### src/rtl/video_info_scan.sv
// video_info_scan: sweeps the video parameter calculator's multiplexed read port
// (par_num -> par_dout, one clk_sys of read latency), reassembles the 32-bit
// quantities and publishes a snapshot only when two consecutive sweeps match
// bit-for-bit, so values torn by cross-domain updates are never shown.
// Optional build macro: VIDEO_INFO_SCAN_IRQ_EN (nres-change interrupt).
// The output field map assumes NUM_PAR >= 18.
module video_info_scan #(
  parameter int unsigned NUM_PAR   = 18,
  parameter int unsigned GAP       = 255,
  parameter int unsigned MAX_RETRY = 15
) (
  input  logic        clk_sys,
  input  logic        reset_n,
  output logic [4:0]  par_num,
  input  logic [15:0] par_dout,
  input  logic        enable,
  output logic [31:0] hcnt,
  output logic [31:0] vcnt,
  output logic [31:0] htime,
  output logic [31:0] vtime,
  output logic [31:0] pix,
  output logic [31:0] vtime_hdmi,
  output logic [31:0] ccnt,
  output logic [7:0]  pixrep,
  output logic [15:0] de_h,
  output logic [7:0]  de_v,
  output logic [7:0]  nres,
  output logic        interlaced,
  output logic        rotated,
  output logic        valid,
  output logic        upd,
  output logic        err,
  output logic        irq,
  input  logic        irq_ack
);

  localparam int unsigned GapW   = (GAP > 1) ? $clog2(GAP + 1) : 1;
  localparam int unsigned RetryW = (MAX_RETRY > 1) ? $clog2(MAX_RETRY + 1) : 1;
  localparam logic [4:0]        LastIdx  = 5'(NUM_PAR);
  localparam logic [GapW-1:0]   GapLast  = (GAP == 0) ? '0 : GapW'(GAP - 1);
  localparam logic [RetryW-1:0] RetryMax = RetryW'(MAX_RETRY);

  typedef enum logic [2:0] {StIdle, StIssue, StDrain, StCheck, StGapw} state_e;

  state_e            state_q, state_d;
  logic [4:0]        par_num_q, par_num_d;
  logic [GapW-1:0]   gap_cnt_q, gap_cnt_d;
  logic [RetryW-1:0] miss_q, miss_d;
  logic              err_q, err_d;
  logic              cap_en;
  logic [4:0]        cap_idx;
  logic              check;
  logic              match;
  logic              commit;

  logic [NUM_PAR:1][15:0] cap_q;
  logic [NUM_PAR:1][15:0] prev_q;
  logic [NUM_PAR:1][15:0] snap_q;
  logic                   prev_valid_q;
  logic                   valid_q;
  logic                   upd_q;

  // FSM state, sweep index and gap counter registers
  always_ff @(posedge clk_sys or negedge reset_n) begin
    if (!reset_n) begin
      state_q   <= StIdle;
      par_num_q <= '0;
      gap_cnt_q <= '0;
    end else begin
      state_q   <= state_d;
      par_num_q <= par_num_d;
      gap_cnt_q <= gap_cnt_d;
    end
  end

  // Sweep sequencing; par_dout seen now belongs to the index issued last cycle
  always_comb begin
    state_d   = state_q;
    par_num_d = par_num_q;
    gap_cnt_d = gap_cnt_q;
    cap_en    = 1'b0;
    cap_idx   = par_num_q - 5'd1;
    check     = 1'b0;
    case (state_q)
      StIdle: begin
        if (enable) begin
          state_d   = StIssue;
          par_num_d = 5'd1;
        end
      end
      StIssue: begin
        // Word for index 0 (issued from IDLE) is discarded
        cap_en = (par_num_q != 5'd1);
        if (par_num_q == LastIdx) begin
          par_num_d = '0;
          state_d   = StDrain;
        end else begin
          par_num_d = par_num_q + 5'd1;
        end
      end
      StDrain: begin
        cap_en  = 1'b1;
        cap_idx = LastIdx;
        state_d = StCheck;
      end
      StCheck: begin
        check     = 1'b1;
        gap_cnt_d = '0;
        state_d   = (GAP == 0) ? StIdle : StGapw;
      end
      StGapw: begin
        if (gap_cnt_q == GapLast) begin
          state_d = StIdle;
        end else begin
          gap_cnt_d = gap_cnt_q + GapW'(1);
        end
      end
      default: state_d = StIdle;
    endcase
  end

  assign match  = prev_valid_q && (cap_q == prev_q);
  assign commit = check && match;

  // Capture buffer: one 16-bit word per parameter index
  always_ff @(posedge clk_sys or negedge reset_n) begin
    if (!reset_n) begin
      cap_q <= '0;
    end else if (cap_en) begin
      for (int unsigned i = 1; i <= NUM_PAR; i++) begin
        if (cap_idx == 5'(i)) cap_q[i] <= par_dout;
      end
    end
  end

  // Mismatch counter (saturating) and sticky error next-state
  always_comb begin
    miss_d = miss_q;
    err_d  = err_q;
    if (commit) begin
      miss_d = '0;
      err_d  = 1'b0;
    end else if (check) begin
      if (miss_q != RetryMax) miss_d = miss_q + RetryW'(1);
      if (miss_d == RetryMax) err_d = 1'b1;
    end
  end

  // Previous-sweep buffer, its validity and retry tracking
  always_ff @(posedge clk_sys or negedge reset_n) begin
    if (!reset_n) begin
      prev_q       <= '0;
      prev_valid_q <= 1'b0;
      miss_q       <= '0;
      err_q        <= 1'b0;
    end else begin
      miss_q <= miss_d;
      err_q  <= err_d;
      if (check) begin
        prev_q       <= cap_q;
        prev_valid_q <= 1'b1;
      end
    end
  end

  // Coherent snapshot commit with one-cycle update pulse
  always_ff @(posedge clk_sys or negedge reset_n) begin
    if (!reset_n) begin
      snap_q  <= '0;
      valid_q <= 1'b0;
      upd_q   <= 1'b0;
    end else begin
      upd_q <= commit;
      if (commit) begin
        snap_q  <= cap_q;
        valid_q <= 1'b1;
      end
    end
  end

`ifdef VIDEO_INFO_SCAN_IRQ_EN
  logic irq_q;
  logic irq_set;

  // The committed nres doubles as the history; !valid_q marks the first commit
  assign irq_set = commit && (!valid_q || (cap_q[1][7:0] != snap_q[1][7:0]));

  // Interrupt flag: set on nres change, cleared by ack, set wins a tie
  always_ff @(posedge clk_sys or negedge reset_n) begin
    if (!reset_n) begin
      irq_q <= 1'b0;
    end else if (irq_set) begin
      irq_q <= 1'b1;
    end else if (irq_ack) begin
      irq_q <= 1'b0;
    end
  end

  assign irq = irq_q;
`else
  logic unused_irq_ack;
  assign unused_irq_ack = irq_ack;
  assign irq            = 1'b0;
`endif

  // Field map: low word at the even index, high word at the odd one
  assign par_num    = par_num_q;
  assign hcnt       = {snap_q[3], snap_q[2]};
  assign vcnt       = {snap_q[5], snap_q[4]};
  assign htime      = {snap_q[7], snap_q[6]};
  assign vtime      = {snap_q[9], snap_q[8]};
  assign pix        = {snap_q[11], snap_q[10]};
  assign vtime_hdmi = {snap_q[13], snap_q[12]};
  assign ccnt       = {snap_q[15], snap_q[14]};
  assign pixrep     = snap_q[16][7:0];
  assign de_h       = snap_q[17];
  assign de_v       = snap_q[18][7:0];
  assign nres       = snap_q[1][7:0];
  assign interlaced = |snap_q[1][9:8];
  assign rotated    = snap_q[1][10];
  assign valid      = valid_q;
  assign upd        = upd_q;
  assign err        = err_q;

  // Upper bits of the narrow fields are intentionally dropped
  logic unused_snap_bits;
  assign unused_snap_bits = ^{snap_q[1][15:11], snap_q[16][15:8], snap_q[18][15:8]};

endmodule
### config.mk
export PLATFORM = sky130hd
export DESIGN_NAME = video_info_scan
export DESIGN_NICKNAME = d
export VERILOG_FILES = /design/src/rtl/video_info_scan.sv
export SDC_FILE = /design/constraint.sdc
export NUM_CORES = 2
export LEC_CHECK = 0
export ABC_AREA = 1
export BUFFER_PORTS_ARGS = -buffer_cell sky130_fd_sc_hd__buf_2
export CAP_MARGIN = 20
export CORE_ASPECT_RATIO = 1.2
export CORE_MARGIN = 2
export CORE_UTILIZATION = 65
export CTS_CLUSTER_SIZE = 14
export DETAILED_ROUTE_END_ITERATION = 8
export GPL_TIMING_DRIVEN = 0
export PLACE_DENSITY_LB_ADDON = 0.15
export REMOVE_ABC_BUFFERS = 1
export SLEW_MARGIN = 10
export SYNTH_ARGS = -nofsm -noshare
export SYNTH_HDL_FRONTEND = slang
export SYNTH_SLANG_ARGS = --single-unit
### constraint.sdc
create_clock -name clk_sys -period 6.3 [get_ports clk_sys]
set_input_delay 1.26 -clock clk_sys [delete_from_list [all_inputs] [get_ports clk_sys]]
set_output_delay 1.26 -clock clk_sys [all_outputs]
set_load 0.02 [all_outputs]
# Word level (Yosys, flattened, before mapping)
# Cells that the tools add are included.
[totals]
regBits = 867
latch_bits = 0
mem_bits_rw = 0
rom_bits = 0
input_bits = 20
output_inout_bits = 275
word_cells = 148
memories = 0
[classes]
addsub = 4
n_mul = 0
n_div = 0
magnitude_cmp = 0
eq_ne = 32
n_shift = 0
n_mux = 20
n_bitwise = 0
n_reduce_logical = 30
[ops]
columns = ["operator", "n"]
rows = [
  ["$eq A288 B288 Y1", 1],
  ["$reduce_and A2 Y1", 21],
  ["$eq A5 B4 Y1 const B", 8],
  ["$eq A5 B3 Y1 const B", 4],
  ["$eq A5 B5 Y1 const B", 4],
  ["$mux W4", 5],
  ["$pmux W8 S2", 1],
  ["$mux W5", 3],
  ["$pmux W3 S5", 1],
  ["$eq A5 B2 Y1 const B", 2],
  ["$pmux W5 S2", 1],
  ["$mux W3", 3],
  ["$add A8 B1 Y8 const B", 1],
  ["$eq A8 B8 Y1 const B", 1],
  ["$mux W8", 1],
  ["$ne A2 B2 Y1 const B", 4],
  ["$reduce_bool A2 Y1", 4],
  ["$eq A3 B2 Y1 const B", 2],
  ["$add A5 B1 Y5 const B", 1],
  ["$eq A5 B1 Y1 const B", 1],
  ["$ne A5 B1 Y1 const B", 1],
  ["$sub A5 B1 Y5 const B", 1],
  ["$add A4 B1 Y4 const B", 1],
  ["$eq A4 B4 Y1 const B", 1],
  ["other kinds (9)", 13],
]

# Logic depth before layout (Yosys ltp)
[logic_depth]
ltp_word = 8
mapped_depth = 15
depth_no_buf = 13

# Worst setup path after synthesis
# Ideal clock, no wire load.
[synth_path]
path_kind = "reg-to-reg"
from = "reg par_num_q[0], in the netlist par_num[0]"
to = "reg cap_q[129] (netlist name)"
setup_ns = 0.133
arrival_time_ns = 2.106
t_required_ns = 6.167
path_slack_ns = 4.061
path_stages_with_launch = 11
n_path_buf = 1
synth_period_minus_slack_ns = 2.239
path_cell_list = "dfrtp_1 inv_1 ha_1 inv_1 nor2_1 inv_1 nor3_2 nand2_1 clkbuf_1 nand2_1 o21ai_0"
[synth_via]
elab_chain_cells = 4
elab_cells_between_ends = 6
cone_classes = "add/sub (1); eq/ne (2); mux (2); reduce/logical (1)"
[synth_rtl]
columns = ["item", "line", "source"]
rows = [
  ["start: declaration", "46", "logic [4:0] par_num_q, par_num_d;"],
  ["start signal: assignment", "71", "par_num_q <= par_num_d;"],
  ["$sub A5 B1 Y5", "82", "cap_idx = par_num_q - 5'd1;"],
  ["$mux W5", "84", "case (state_q)"],
  ["$eq A5 B4 Y1", "131", "if (cap_idx == 5'(i)) cap_q[i] <= par_dout;"],
  ["$reduce_and A2 Y1 (no line) (*)", "--", ""],
  ["end signal: indexed assignment", "131", ""],
  ["end: declaration", "56", "logic [NUM_PAR:1][15:0] cap_q;"],
]
# Every way passes the cells marked *; elsewhere a longest branch is shown, timed or not.
# A chain may end at the register's enable or synchronous reset.

# Worst setup path after layout
[layout_path]
from = "reg cap_q[256] (netlist name)"
to = "reg snap_q (netlist bit ccnt[6])"
[layout_via]
elab_chain_cells = 3
[layout_rtl]
columns = ["item", "line", "source"]
rows = [
  ["$eq A288 B288 Y1", "122", "assign match = prev_valid_q && (cap_q == prev_q);"],
  ["$logic_and A1 B1 Y1", "122", ""],
  ["$logic_and A1 B1 Y1", "123", "assign commit = check && match;"],
  ["end signal: assignment", "175", "snap_q <= cap_q;"],
  ["end: declaration", "58", "logic [NUM_PAR:1][15:0] snap_q;"],
]
# Every way passes these cells.

==> results by group <==
Cells and area
  • Commonest non-fill, non-tap cell in the layout: nand2_1
  • Layout cells sized above 1: 11.6%
  • Diode count: 0
  • Finished Core Util: 72.1%
  • Area Growth Syn to Fin: 9.98%
  • Post-layout nets: roughly 4800
  • Most frequent cells in the layout: nand2_1 (1782), dfrtp_1 (867), o21ai_0 (624)
  • Final cell count without fillers: 5638

Worst setup path
  • Worst flop-to-flop path endpoint: ccnt[6]$_DFFE_PN0N_
  • Worst R2R Start: cap_q[256]$_DFFE_PN0P_
  • Worst EP arrival: 4620 ps
  • Flop2flop setup slack: 2190 ps
  • Cell count of the worst reg-to-reg path: 18
  • Required @ worst endpoint: 6810 ps
  • Setup crit start kind: flip-flop
  • Worst Path Class, Setup: reg2reg
  • Max FO, Critical Path: 66
  • Critical Path Sink Type: flip-flop

Timing
  • Fin crit period: 4110 ps
  • Worst slew pin tran: 1200 ps
  • Hold slack: 459 ps
  • Setup TNS: 0 ps
  • Final period util: 65.2%
  • Relative slew slack: 19.8%
  • Final hold vios: 0
  • Max Clock Skew: 23.3 ps
  • RSZ-0062 raised after global routing: no
  • Count of final setup violators: 0
  • Final Slew Violations: 0
  • Max Clk Rate: 243 MHz

Detailed routing
  • Routed WL: 108000 µm
  • Drt first-iter violations: 3434
  • Remaining DRCs: 0
  • Vias: 31685
  • Vias per cell: 5.62
  • Drt pass-1 iters: 6
  • Final antenna-violating net count: 0
  • Post-DR wirelength/cell: 19.2 µm

Clocking
  • Hold-fix buffers, CTS: 0
  • H-tree depth: 3
  • CTS tree: yes
  • Reg clk slew, reported paths: roughly 70 ps
  • Clock Latency Late Sink: 640 ps
  • TritonCTS Buffers: 86
  • Setup bufs post-CTS: 0
  • Root Driver: clkbuf_16
  • Post-CTS resize count: 0
  • Clock sink count: 867
  • CTS Buffer Depth: 3

Global routing
  • Largest net degree at the start of global routing: around 130
  • Initial antenna violation count: 5
  • Vias in the first global route: 29643
  • Gr ovfl total: 0
  • All-Layer GR Usage: 34.3%
  • First-pass GRT wire length: 167000 µm

Power
  • Pwr dens: 266 mW/mm²
  • VDD IR max: 0.236 mV
  • Pleak: 0.0235 µW

Floorplan
  • Row cnt: 99
  • Starting density of the core: between 60% and 70%
  • Ports: 295
  • CORE AREA: about 0.06 mm²
  • Die width: 230 µm
  • Full die area: 0.0631 mm²
  • Die Ht: approximately 270 µm

Synthesis
  • Ys async rst share: 100%
  • Syn Std Cell Area: 0.0397 mm²
  • Yosys reg bits: 867
  • Yosys warns: 0
  • Sequential fraction of the synthesis area: between 50 and 60%
  • Synth Area per Inst: 8.23 µm²
  • Ys flop type: dfrtp_1
  • Post-synth top area cell: dfrtp_1
  • Synthesized instance count: about 4800
  • Synth unique cells: 32
  • Largest cells by area after synthesis: dfrtp_1 (55%), nand2_1 (17%), o21ai_0 (7.9%), buf_4 (5.0%), nand4_1 (4.2%)
  • Post-synth EDFFs: 0
  • Yosys top cell area share: 54.6%

Placed design
  • Dpl cells: around 5500
  • Input/output buffers: roughly 300
  • Final HPWL DP: roughly 71000 µm
  • GP Congestion: 0.844

Job
  • Max_cap viols: 0

Hold path
  • Hold Path Class: reg2reg
  • Hold endpoint: valid$_DFFE_PN0N_
  • WHS Path Cells: 2
  • Hold_sp: valid$_DFFE_PN0N_

Run status
  • Run status: finished, final reports clean
-- critical path: stages, from the launching register on --
cell	delay, ps
dfrtp_1	390
inv_1	170
o21ai_0	110
nor2_1	200
nand2_1	100
nor2_1	110
nand2_1	100
nor2_1	140
nand2_1	140
nor2_4	410
buf_16	230
buf_16	180
buf_16	180
buf_16	160
nand3_4	470
buf_12	400
buf_16	220
nand2_1	120
nand2_1	60
-- sequential cells by signal, summed over array words and instances (netlist names) --
register      flops
snap_q            2
rotated           1
pix              32
prev_q          288
prev_valid_q      1
upd               1
ccnt             32
err               1
par_num           5
pixrep            8
cap_q           288
hcnt             32
vtime            32
de_h             16
nres              8
vtime_hdmi       32
gap_cnt_q         8
miss_q            4
valid             1
vcnt             32
state_q           3
de_v              8
htime            32
-- routing by layer --
metal,global-route usage [%],wire length [µm]
met4,16.0,5070
met1,46.5,43400
met3,6.47,9250
met2,54.2,50300
met5,0,36
-- cell families after synthesis --
kind of cell    Yosys count  synth area share, %
simple gates           2297                 23.7
flops                   867                 54.6
other cells               1              0.00944
compound gates          665                 8.43
xor+xnor                 67                 1.48
fa+ha+maj                 7                0.221
buf+inv                 921                 11.5
-- synth_stat cells, types with 9 or more instances --
library cell and instances:
buf_4 265, nor3_1 12, a21oi_1 9, nand3_1 20
xnor2_1 37, buf_2 106, nand4_1 268, o21ai_0 624
inv_2 25, o21ai_1 22, clkbuf_1 143, xor2_1 30
inv_1 378, nor2_1 182, nand2_1 1798, dfrtp_1 867
-- stage by stage --
stage          setup WS (ps)  total power, µW  area (µm²)
2_1_floorplan         -13270             6320       36600
3_3_place_gp          -33280             6590       39100
3_5_place_dp            2290             6620       40900
4_1_cts                 2240            11600       43600
5_1_grt                 1990            12000       43700
6_report                2190            11600       43700
-- power breakdown --
group | leakage [µW] | internal, µW | switching, µW | total [µW]
registers | 0.0107 | 5760 | 173 | 5930
logic | 0.0114 | 193 | 415 | 607
clock network | 0.00137 | 2910 | 2170 | 5080
total | 0.0235 | 8860 | 2760 | 11600
-- how the worst max path moves through the flow --
| stage | from | end | slack (ps) | cells past startpoint |
|---|---|---|---|---|
| 2_1_floorplan | state_q[1]$_DFFE_PN0P_ | gap_cnt_q[2]$_DFFE_PN0P_ | -13270 | 7 |
| 3_3_place_gp | state_q[1]$_DFFE_PN0P_ | gap_cnt_q[2]$_DFFE_PN0P_ | -33280 | 7 |
| 3_5_place_dp | cap_q[256]$_DFFE_PN0P_ | ccnt[6]$_DFFE_PN0N_ | 2290 | 18 |
| 4_1_cts | cap_q[256]$_DFFE_PN0P_ | ccnt[6]$_DFFE_PN0N_ | 2240 | 18 |
| 5_1_grt | cap_q[12]$_DFFE_PN0P_ | ccnt[6]$_DFFE_PN0N_ | 1990 | 16 |
| 6_report | cap_q[256]$_DFFE_PN0P_ | ccnt[6]$_DFFE_PN0N_ | 2190 | 18 |
-- final cells by class --
class | instances | area, µm²
clock inverter | 26 | 214
tap | 808 | 1010
fill | 4565 | 16900
clock buffer | 126 | 2540
inverter | 403 | 1520
timing repair buffer | 371 | 3180
multi-input combinational | 3037 | 13500
sequential | 867 | 21700
(Power assumes the default switching activity.)
